<file path="config.mk">
export PLATFORM = sky130hd
export DESIGN_NAME = instr_fetch
export DESIGN_NICKNAME = d
export VERILOG_FILES = /design/src/rtl/instr_fetch.sv
export SDC_FILE = /design/constraint.sdc
export NUM_CORES = 1
export LEC_CHECK = 0
export ABC_AREA = 1
export BUFFER_PORTS_ARGS = -buffer_cell sky130_fd_sc_hd__buf_2
export CORE_ASPECT_RATIO = 0.7
export CORE_MARGIN = 2
export CORE_UTILIZATION = 51
export DETAILED_ROUTE_END_ITERATION = 10
export HOLD_SLACK_MARGIN = 0.08
export PLACE_DENSITY = 0.84
export SLEW_MARGIN = 0
export SYNTH_ARGS = -nofsm -noshare
export SYNTH_HDL_FRONTEND = slang
export SYNTH_SLANG_ARGS = --single-unit
</file>
<file path="constraint.sdc">
create_clock -name clk -period 4.1 [get_ports clk]
set_clock_uncertainty 0.1 [all_clocks]
set_input_delay 0.41 -clock clk [delete_from_list [all_inputs] [get_ports clk]]
set_output_delay 0.41 -clock clk [all_outputs]
set_load 0.05 [all_outputs]
</file>
<file path="src/rtl/instr_fetch.sv">
// Instruction fetch unit: owns the PC, reads the synchronous instruction memory and
// hands instructions to decode over valid/ready. Optional FETCH_COUNT_EN adds instr_count.
module instr_fetch #(
  parameter int unsigned           PC_W      = 10,
  parameter int unsigned           INSTR_W   = 9,
  parameter logic [INSTR_W-1:0]    HALT_CODE = 9'h1FF
) (
  input  logic               clk,
  input  logic               rst_n,
  input  logic               start,
  input  logic [PC_W-1:0]    start_addr,
  output logic               imem_req,
  output logic [PC_W-1:0]    imem_addr,
  input  logic [INSTR_W-1:0] imem_rdata,
  output logic [INSTR_W-1:0] instr,
  output logic               instr_valid,
  input  logic               instr_ready,
  input  logic               branch_taken,
  input  logic [PC_W-1:0]    branch_target,
  output logic [PC_W-1:0]    pc,
`ifdef FETCH_COUNT_EN
  output logic [15:0]        instr_count,
`endif
  output logic               done
);

  typedef enum logic [2:0] {
    S_IDLE  = 3'd0,
    S_FETCH = 3'd1,
    S_WAIT  = 3'd2,
    S_HOLD  = 3'd3,
    S_DONE  = 3'd4
  } state_e;

  state_e               state_q, state_d;
  logic [PC_W-1:0]      pc_q, pc_d;
  logic [INSTR_W-1:0]   instr_q, instr_d;
  logic                 valid_q, valid_d;
  logic                 req_q, req_d;
  logic                 done_q, done_d;
  logic                 active_c;

  assign active_c = (state_q == S_FETCH) || (state_q == S_WAIT) || (state_q == S_HOLD);

  // Next-state and registered-output computation
  always_comb begin
    state_d = state_q;
    pc_d    = pc_q;
    instr_d = instr_q;
    valid_d = valid_q;
    done_d  = done_q;

    case (state_q)
      S_IDLE, S_DONE: begin
        if (start) begin
          pc_d    = start_addr;
          done_d  = 1'b0;
          state_d = S_FETCH;
        end
      end
      S_FETCH: state_d = S_WAIT;
      S_WAIT: begin
        instr_d = imem_rdata;
        valid_d = 1'b1;
        state_d = S_HOLD;
      end
      S_HOLD: begin
        if (instr_ready) begin
          valid_d = 1'b0;
          if (instr_q == HALT_CODE) begin
            done_d  = 1'b1;
            state_d = S_DONE;
          end else begin
            pc_d    = pc_q + PC_W'(1);
            state_d = S_FETCH;
          end
        end
      end
      default: state_d = S_IDLE;
    endcase

    // Redirect wins over acceptance and HALT; in-flight read data is dropped
    if (branch_taken && active_c) begin
      pc_d    = branch_target;
      instr_d = instr_q;
      valid_d = 1'b0;
      done_d  = 1'b0;
      state_d = S_FETCH;
    end

    req_d = (state_d == S_FETCH);
  end

  always_ff @(posedge clk or negedge rst_n) begin
    if (!rst_n) begin
      state_q <= S_IDLE;
      pc_q    <= '0;
      instr_q <= '0;
      valid_q <= 1'b0;
      req_q   <= 1'b0;
      done_q  <= 1'b0;
    end else begin
      state_q <= state_d;
      pc_q    <= pc_d;
      instr_q <= instr_d;
      valid_q <= valid_d;
      req_q   <= req_d;
      done_q  <= done_d;
    end
  end

  assign pc          = pc_q;
  assign imem_addr   = pc_q;
  assign imem_req    = req_q;
  assign instr       = instr_q;
  assign instr_valid = valid_q;
  assign done        = done_q;

`ifdef FETCH_COUNT_EN
  logic [15:0] cnt_q, cnt_d;
  logic        accept_c;
  logic        restart_c;

  assign accept_c  = (state_q == S_HOLD) && instr_ready;
  assign restart_c = start && ((state_q == S_IDLE) || (state_q == S_DONE));

  // Saturating count of accepted instructions, including HALT and branch-accepts
  always_comb begin
    cnt_d = cnt_q;
    if (restart_c) begin
      cnt_d = '0;
    end else if (accept_c && (cnt_q != 16'hFFFF)) begin
      cnt_d = cnt_q + 16'd1;
    end
  end

  always_ff @(posedge clk or negedge rst_n) begin
    if (!rst_n) begin
      cnt_q <= '0;
    end else begin
      cnt_q <= cnt_d;
    end
  end

  assign instr_count = cnt_q;
`endif

endmodule

</file>
==> summary.md, run 1 <==
| Metric | Value |
|---|---|
| Mean area per synthesized cell | 7.71 sq um |
| Gate power share | 62.9% |
| Slew margin rel. | 64.0% |
| Yosys warnings | 0 |
| Seq/Total Area, Yosys | 40.2% |
| CTS tree | done |
| Final worst path period share | 47.1% |
| Maximum vdd drop | 0.000538 V |
| Clock-pin slew on the worst setup and hold paths | 0.09 ns |
| Routed Antenna Nets | 0 |
| Initial antenna violation count | 0 |
| Largest net degree at the start of global routing | 26 |
| Via density | 4.89 |
| Crit path kind | flip-flop to flip-flop |
| H-tree Lvls | 1 |
| CP Max Fanout | 11 |
| Final wirelength | 3570 microns |
| P per Cell Area | 905 mW/mm^2 |
| Core box area | 0.00284 sq mm |
| Mapped Cells | 202 |
| R2R Path End | imem_addr[0]$_DFFE_PN0P_ |
| WHS Endpoint | state_q[1]$_DFF_PN0_ |
| Initial Util | 54.8% |
| Final Hold Fails | 0 |
| Gpl congestion | 0.887 |
| Die width | 70.1 microns |
| Outcome | completed |
| Clk buf depth | 2 |
| Full die area | 0.00352 sq mm |
| Top achievable clock speed | 0.518 GHz |
| Dominant cell type by area after synthesis | dfrtp_1 |
| Post-synth top area share | 40.2% |
| Gr usage total | 21.4% |
| Post-synth EDFFs | 0 |
| Tmin final | 1.93 ns |
| Reg2reg start | state_q[0]$_DFF_PN0_ |
| Max Cap Violations | 0 |
| Drc violations | 0 |
| FP Rows | 16 |
| Area contributors post-synth | dfrtp_1, nand2_1, mux2_2 |
| Share of layout cells above drive strength 1 | 36.2% |
| Post-DP HPWL | 2710 microns |
| Clk pwr share | 8.5% |
| Sw frac | 59.7% |
| Nets@finish | 296 |
| Syn nets | 237 |
| Setup violations, final | 0 |
| Netlist Area Pre-Place | 0.00156 sq mm |
| Register share of total power | 28.6% |
| Reg2Reg Depth | 8 |
| Number of DRC markers in iteration 0 | 123 |
| Leak | 1.06 nW |
| WL/cell | 12.1 microns |
| Die extent in y | 50.2 microns |
| WP data arrival | 1.99 ns |
| Sw power | 1.02 mW |
| Clk_lat worst skew | 0.27 ns |
| First-pass GRT wire length | 5870 microns |
| Number of global-route vias before repair | 1256 |
| Hold path depth | 2 |
| Measured slew at the worst slew-check pin | 0.540 ns |
| Diode count | 0 |
| Critical Path Sink Type | flip-flop |
| I/O Buffers | 65 |
| Routed via count | 1448 |
| Setup TNS Final | 0 ns |
| Ys flop type | dfrtp_1 |
| Setup bufs post-CTS | 0 |
| Global route overflow | 0 |
| Final Total Pwr | 1.71 mW |
| Clock net sink count | 25 |
| FF-to-FF setup slack | 2.17 ns |
| Internal Power | 688 uW |
| Worst setup SP type | flip-flop |
| Library cells used by synthesis | 29 |
| I/O pin cnt | 66 |
| Class of the tightest hold or removal check | input port to flip-flop |
| Async set-reset flop share out of synthesis | 100% |
| FF+latch count, synth | 25 |
| Max-slew violation count | 0 |
| RSZ-0062 raised after global routing | false |
| Most frequent cells after synthesis | nand2_1, dfrtp_1, inv_1, nand3_1, nor2_1 |
| DR pass1 iterations | 4 |
| FILL cells | 256 |
| Most frequent cell after synthesis | nand2_1 |
| Hold path start | branch_taken |
| Area Overhead vs Synth | 21.0% |
| Root buffer cell | clkbuf_8 |
| Critical path required time | 4.16 ns |
| CTS buffer count | 3 |
## per-stage QoR
step | cells | setup WS [ns] | area (sq um) | util, % | hold WS (ns)
final | 296 | 2.17 | 1890 | 66.3 | 0.262
after global routing | 296 | 1.96 | 1890 | 66.3 | 0.257
after CTS | 296 | 2.17 | 1890 | 66.3 | 0.255
after detailed placement | 291 | 2.16 | 1830 | 64.4 | 0.325
after global placement | 291 | 2.22 | 1830 | 64.4 | 0.326
after floorplan | 202 | 2.31 | 1560 | - | 0.0144
## registers in the layout, summed over array words and instances (netlist names)
| register | count |
|---|---|
| imem_req | 1 |
| instr | 9 |
| state_q | 3 |
| imem_addr | 10 |
| done | 1 |
| instr_valid | 1 |
## cell type report
class | instances | area [sq um] | share of cell area (%)
Clock buffer | 4 | 45.0 | 2.39
Inverter | 20 | 75.1 | 3.98
Tap cell | 36 | 45.0 | 2.39
Timing Repair Buffer | 66 | 335 | 17.8
Multi-Input combinational cell | 145 | 759 | 40.3
Sequential cell | 25 | 626 | 33.2
## how the worst max path moves through the flow
| stage | from | to | slack [ns] | cells past startpoint |
|---|---|---|---|---|
| 3_3_place_gp | branch_taken | imem_addr[0]$_DFFE_PN0P_ | 2.22 | 10 |
| 6_report | state_q[0]$_DFF_PN0_ | imem_addr[0]$_DFFE_PN0P_ | 2.17 | 8 |
| 2_1_floorplan | imem_addr[0]$_DFFE_PN0P_ | imem_addr[6]$_DFFE_PN0P_ | 2.31 | 8 |
| 5_1_grt | state_q[0]$_DFF_PN0_ | imem_addr[9]$_DFFE_PN0P_ | 1.96 | 9 |
| 3_5_place_dp | branch_taken | imem_addr[0]$_DFFE_PN0P_ | 2.16 | 10 |
| 4_1_cts | state_q[0]$_DFF_PN0_ | imem_addr[0]$_DFFE_PN0P_ | 2.17 | 8 |
## metal layers
| layer | wire, microns | vias to the layer above | track usage (%) |
|---|---|---|---|
| met4 | 27 | 0 | 4.81 |
| met5 | 0 | - | 0 |
| met1 | 1660 | 645 | 31.8 |
| li1 | - | 745 | - |
| met3 | 249 | 2 | 5.02 |
| met2 | 1640 | 56 | 31.7 |
## power by group through the flow
| stage | clock network [mW] | logic [mW] | registers (mW) |
|---|---|---|---|
| floorplan | 0 | 0.577 | 0.820 |
| global placement | 0 | 1.07 | 0.487 |
| detailed placement | 0 | 1.08 | 0.490 |
| CTS | 0.149 | 1.08 | 0.488 |
| global route | 0.161 | 1.15 | 0.508 |
| finish | 0.145 | 1.07 | 0.487 |
## worst max-delay path: stages, from the launching register on
cell and delay [ns]:
dfrtp_1 0.48, nor2_2 0.23, nand2_1 0.11, nand3_2 0.10
nand2_2 0.06, nor2_2 0.38, inv_2 0.20, nand2_1 0.12
o21ai_2 0.05
## repair_timing
item,CTS,global route
hold buffers,1,0
hold endpoints to repair,25,0
resized for setup,0,0
## kinds of logic after synthesis
kind of cell	count (synthesis)	share of synthesized area, %
multiplexers	9	6.43
AND/OR/NAND/NOR	120	34.9
XOR/XNOR	3	1.69
flip-flops	25	40.2
AO/OA/AOI/OAI	12	4.90
buffers and inverters	32	11.1
adder cells (fa/ha/maj)	1	0.803
## layout by cell type (no fill, tap or decap)
cell           instances
nor4_1                 1
nand3_2                2
nand3_1               15
mux2i_1                1
dfrtp_1               25
buf_2                 65
clkbuf_1               1
nor2_4                 1
a31oi_1                1
o211ai_1               2
ha_1                   1
nand2_2                3
nand2_4                1
nor2_2                 4
dlygate4sd3_1          1
a2bb2oi_1              1
nor3b_2                1
inv_2                  4
nor2_1                11
o21ai_2                1
xor2_1                 1
o21bai_1               1
xnor2_1                2
mux2_2                 8
nand2_1               78
nand3_4                1
clkbuf_8               3
o21ai_0                3
a21oi_1                3
nand4_1                2
inv_1                 16
Power figures use the tool's default switching activity.
==> run 2: changes to the inputs <==
Settings changed: CORE_UTILIZATION 51 to 47, PLACE_DENSITY 0.84 to 0.78.
Clock period 4.1 ns to 2 ns, I/O delays scaled along.
==> summary.md, run 2 (synthesis results as in run 1) <==
| Metric | Value |
|---|---|
| Outcome | completed |
| Maximum vdd drop | 0.000918 V |
| Most frequent cells in the layout | nand2_1, buf_2, dfrtp_1 |
| Number of DRC markers in iteration 0 | 88 |
| FP Rows | 17 |
| RSZ-0062 raised after global routing | false |
| Core box area | 0.00315 sq mm |
| CTS tree | done |
| Clk buf depth | 2 |
| Setup TNS Final | 0 ns |
| Setup violations, final | 0 |
| Clock net sink count | 25 |
| Global route overflow | 0 |
| Met2 wire len | 1770 microns |
| Routed via count | 1522 |
| Leak | 1.11 nW |
| Gr usage total | 23.1% |
| Gpl congestion | 0.930 |
| Crit path kind | input port to flip-flop |
| Final Non-Filler Cells | 309 |
| Critical Path Sink Type | flip-flop |
| P per Cell Area | 1790 mW/mm^2 |
| Full die area | 0.00380 sq mm |
| Worst hold slack | 0.0980 ns |
| First-pass GRT wire length | 6620 microns |
| DR pass1 iterations | 4 |
| Share of layout cells above drive strength 1 | 35.4% |
| I/O Buffers | 65 |
| Via density | 4.93 |
| Final worst path period share | 91.3% |
| Final wirelength | 3930 microns |
| Die width | 72.8 microns |
| CTS buffer count | 3 |
| Clock-pin slew on the worst setup and hold paths | 0.09 ns |
| Class of the tightest hold or removal check | input port to flip-flop |
| Top Metal Used | met4 |
| Die extent in y | 52.2 microns |
| Drc violations | 0 |
| Root buffer cell | clkbuf_8 |
| WP data arrival | 1.91 ns |
| Largest register FFs | 10 |
| Met3 WL | 241 microns |
| Reg2Reg Depth | 10 |
| WL/cell | 12.7 microns |
| Critical path required time | 2.08 ns |
| Final Hold Fails | 0 |
| H-tree Lvls | 1 |
| Initial Util | 49.5% |
| Most common cell after layout, fill and taps aside | nand2_1 |
| Max Cap Violations | 0 |
| Area Overhead vs Synth | 28.2% |
| Tmin final | 1.83 ns |
| Worst setup SP type | input port |
| CP Max Fanout | 7 |
| Measured slew at the worst slew-check pin | 0.568 ns |
| Initial antenna violation count | 0 |
| Hold path depth | 3 |
| Max-slew violation count | 0 |
| Nets@finish | 307 |
| Number of global-route vias before repair | 1370 |
| Inst Count DP | 294 |
| Post-DP HPWL | 2900 microns |
| Slew margin rel. | 62.1% |
| Routed metal-1 wire length | 1900 microns |
| I/O pin cnt | 66 |
| Clk_lat worst skew | 0.28 ns |
| Diode count | 0 |
| Fin worst setup slack | 0.173 ns |
| Dpl ws | 0.285 ns |
| Largest net degree at the start of global routing | 26 |
| Top achievable clock speed | 0.547 GHz |
| Routed Antenna Nets | 0 |
run 2: cell count changes in the layout (fill, tap and decap cells not counted), sizes merged:
cell / change
buf: +1
dlygate4sd3: +10
clkbuf: -1
clkinv: +1
run 2: power breakdown:
part,internal [mW],switching [mW]
registers,0.728,0.273
logic,0.565,1.68
clock network,0.140,0.177
total,1.43,2.13
run 2: per-stage QoR:
step / utilization (%) / cell area (sq um) / power (mW)
finish: 63.4 / 2000 / 3.57
global route: 63.4 / 2000 / 3.79
CTS: 63.4 / 2000 / 3.57
detailed placement: 58.5 / 1840 / 3.23
global placement: 58.5 / 1840 / 3.20
floorplan: - / 1560 / 2.86
run 2: layer usage:
metal  track usage [%]  vias to the layer above
met2              35.9                       49
met5                 0                        -
li1                  -                      770
met4              3.70                        0
met3              4.46                        4
met1              33.8                      699
run 2: area by class of cell:
class                           instances  area (sq um)
Fill cell                             289          1150
Inverter                               20          75.1
Timing Repair Buffer                   77           443
Clock buffer                            3          41.3
Sequential cell                        25           626
Clock inverter                          1          5.00
Multi-Input combinational cell        145           759
Tap cell                               38          47.5
run 2: what timing repair did:
item                                   4_1_cts  5_1_grt
setup buffers                                0        0
setup endpoints to repair                    0        0
endpoints found under the hold margin       35        0
resized for setup                            0        0
hold buffers                                11        0
run 2: final timing paths:
check,from,end,slack (ns)
max,branch_taken,imem_addr[9]$_DFFE_PN0P_,0.17
min,instr_ready,state_q[2]$_DFF_PN0_,0.1
max reg2reg,state_q[2]$_DFF_PN0_,imem_addr[9]$_DFFE_PN0P_,0.24
min reg2reg,done$_DFFE_PN0P_,done$_DFFE_PN0P_,0.42
max in group asynchronous,rst_n,imem_addr[6]$_DFFE_PN0P_,1.08
min in group asynchronous,rst_n,instr[7]$_DFFE_PN0P_,0.34
run 2: critical path, cell delays in order:
cell	delay, ns
dlygate4sd3_1	0.53
buf_2	0.17
inv_2	0.06
nor2_1	0.11
nand2_2	0.12
nand3_2	0.10
nand2_2	0.07
nor2_2	0.19
buf_4	0.21
nand3_2	0.06
nand2_1	0.06
inv_1	0.03
==> run 3: changes to the inputs <==
Clock period 2 ns to 1.8 ns, I/O delays scaled along.
==> summary.md, run 3 (synthesis results as in run 1) <==
| Metric | Value |
|---|---|
| Max stage delay on crit path | 0.52 ns |
| Clk_lat worst skew | 0.27 ns |
| Gate power share | 63.5% |
| Critical path, cell by cell | dlygate4sd3_1 > buf_2 > inv_2 > nor2_1 > nand2_2 > nand3_2 > nand2_2 > nor2_2 > buf_4 > nand3_2 > nand2_1 > inv_1 |
| CTS buffer count | 3 |
| Clock net sink count | 25 |
| P per Cell Area | 1960 mW/mm^2 |
| Grt met1 use | 30.6% |
| Area Overhead vs Synth | 30.5% |
| Worst setup SP type | input port |
| WL/cell | 12.3 microns |
| Max-slew violation count | 0 |
| Outcome | completed |
| Final Hold Fails | 0 |
| Sw frac | 59.2% |
| Routed via count | 1517 |
| Finished Cell Area | 0.00203 sq mm |
| FF-to-FF setup slack | 0.14 ns |
| Nets@finish | 311 |
| Global-route layer with the greatest usage | met2 |
| Die width | 72.8 microns |
| RSZ-0062 raised after global routing | false |
| Full die area | 0.00380 sq mm |
| Gpl congestion | 0.931 |
| Routed Antenna Nets | 0 |
| Critical Path Sink Type | flip-flop |
| Final worst path period share | 94.2% |
| CP Max Fanout | 10 |
| R2R Path End | imem_addr[9]$_DFFE_PN0P_ |
| Max Cap Violations | 0 |
| Post-DP HPWL | 2820 microns |
| Register share of total power | 27.6% |
| Dpl ws | 0.181 ns |
| GR Layer Usage met3 | 3.68% |
| Top achievable clock speed | 0.590 GHz |
| Drc violations | 0 |
| Final Non-Filler Cells | 313 |
| Internal Power | 1.63 mW |
| Inst Count DP | 297 |
| Final wirelength | 3840 microns |
| Most common cell after layout, fill and taps aside | nand2_1 |
| Hold path start | branch_target[0] |
| Slowest-stage cell, CP | dlygate4sd3_1 |
| Critical path required time | 1.88 ns |
| Setup violations, final | 0 |
| Slew margin rel. | 62.0% |
| CTS tree | done |
| Core box area | 0.00315 sq mm |
| Via density | 4.85 |
| Largest net degree at the start of global routing | 26 |
| Share of layout cells above drive strength 1 | 36.4% |
| Die extent in y | 52.2 microns |
| First-pass GRT wire length | 6320 microns |
| Hold path depth | 3 |
| Maximum vdd drop | 0.00113 V |
| Class of the tightest hold or removal check | input port to flip-flop |
| Global route overflow | 0 |
| Clock-pin slew on the worst setup and hold paths | 0.09 ns |
| H-tree Lvls | 1 |
| Number of global-route vias before repair | 1426 |
| Diode count | 0 |
| Area post-placement | 0.00186 sq mm |
| I/O pin cnt | 66 |
| WP data arrival | 1.77 ns |
| Tmin final | 1.70 ns |
| Setup TNS Final | 0 ns |
| Fin worst setup slack | 0.104 ns |
| Sw power | 2.37 mW |
| Leak | 1.13 nW |
| Clk buf depth | 2 |
| Most frequent cells in the layout | nand2_1, buf_2, dfrtp_1 |
| Root buffer cell | clkbuf_8 |
| FP Rows | 17 |
| Largest register FFs | 10 |
| Clk pwr share | 8.9% |
| Measured slew at the worst slew-check pin | 0.570 ns |
| I/O Buffers | 65 |
| WHS Endpoint | imem_addr[0]$_DFFE_PN0P_ |
| Number of DRC markers in iteration 0 | 79 |
| Gr usage total | 22.3% |
| Crit path kind | input port to flip-flop |
| Reg2Reg Depth | 9 |
| Initial antenna violation count | 0 |
| DR pass1 iterations | 5 |
| Initial Util | 49.5% |
| M2 GR Usage | 35.3% |
| Reg2reg start | state_q[0]$_DFF_PN0_ |
-- run 3: changes by cell type in the layout (fill, tap and decap cells not counted) --
cell	previous run	this run
buf_4	1	4
clkinv_2	1	0
dlygate4sd3_1	11	12
inv_1	16	15
inv_2	4	5
inv_6	0	1
-- run 3: power groups by stage --
stage	Clock (mW)	Sequential, mW	Combinational [mW]
finish	0.355	1.10	2.54
global route	0.386	1.15	2.72
detailed placement	0	1.11	2.51
CTS	0.367	1.10	2.54
global placement	0	1.10	2.49
floorplan	0	1.87	1.32
-- run 3: through the flow --
stage | util (%) | total power, mW | hold WS [ns]
floorplan | - | 3.18 | -0.216
global placement | 59.2 | 3.59 | 0.109
detailed placement | 59.2 | 3.62 | 0.106
CTS | 64.6 | 4.00 | 0.0883
global route | 64.6 | 4.26 | 0.0996
finish | 64.6 | 3.99 | 0.0987
-- run 3: routing by layer --
metal / share of wire (%) / vias up
li1: - / 782
met1: 48 / 676
met4: 1.2 / 0
met5: 0 / -
met3: 5.5 / 6
met2: 45 / 53
-- run 3: layout make-up --
type	count	area [sq um]
clock buffer	3	41.3
multi-input combinational	145	759
fill	281	1110
timing repair buffer	81	475
inverter	20	75.1
tap	38	47.5
clock inverter	1	8.76
sequential	25	626
-- run 3: timing repair --
item | in CTS | in global routing
setup endpoints to repair | 0 | 2
hold buffers | 12 | 0
resized for setup | 0 | 1
endpoints found under the hold margin | 36 | 0
setup buffers | 0 | 0
-- run 3: how the worst max path moves through the flow --
| stage | start | end | slack, ns | cells past startpoint |
|---|---|---|---|---|
| floorplan | imem_addr[0]$_DFFE_PN0P_ | imem_addr[6]$_DFFE_PN0P_ | 0.006 | 8 |
| CTS | branch_taken | imem_addr[9]$_DFFE_PN0P_ | 0.13 | 12 |
| global placement | state_q[0]$_DFF_PN0_ | imem_addr[9]$_DFFE_PN0P_ | 0.20 | 9 |
| global route | state_q[0]$_DFF_PN0_ | imem_addr[9]$_DFFE_PN0P_ | 0.01 | 9 |
| detailed placement | state_q[0]$_DFF_PN0_ | imem_addr[9]$_DFFE_PN0P_ | 0.18 | 9 |
| finish | branch_taken | imem_addr[9]$_DFFE_PN0P_ | 0.10 | 12 |
-- run 3: worst max-delay path, delay by kind of cell --
family	cells	cell delay (ns)
and+or+nand+nor	7	0.61
buffers and inverters	5	0.97
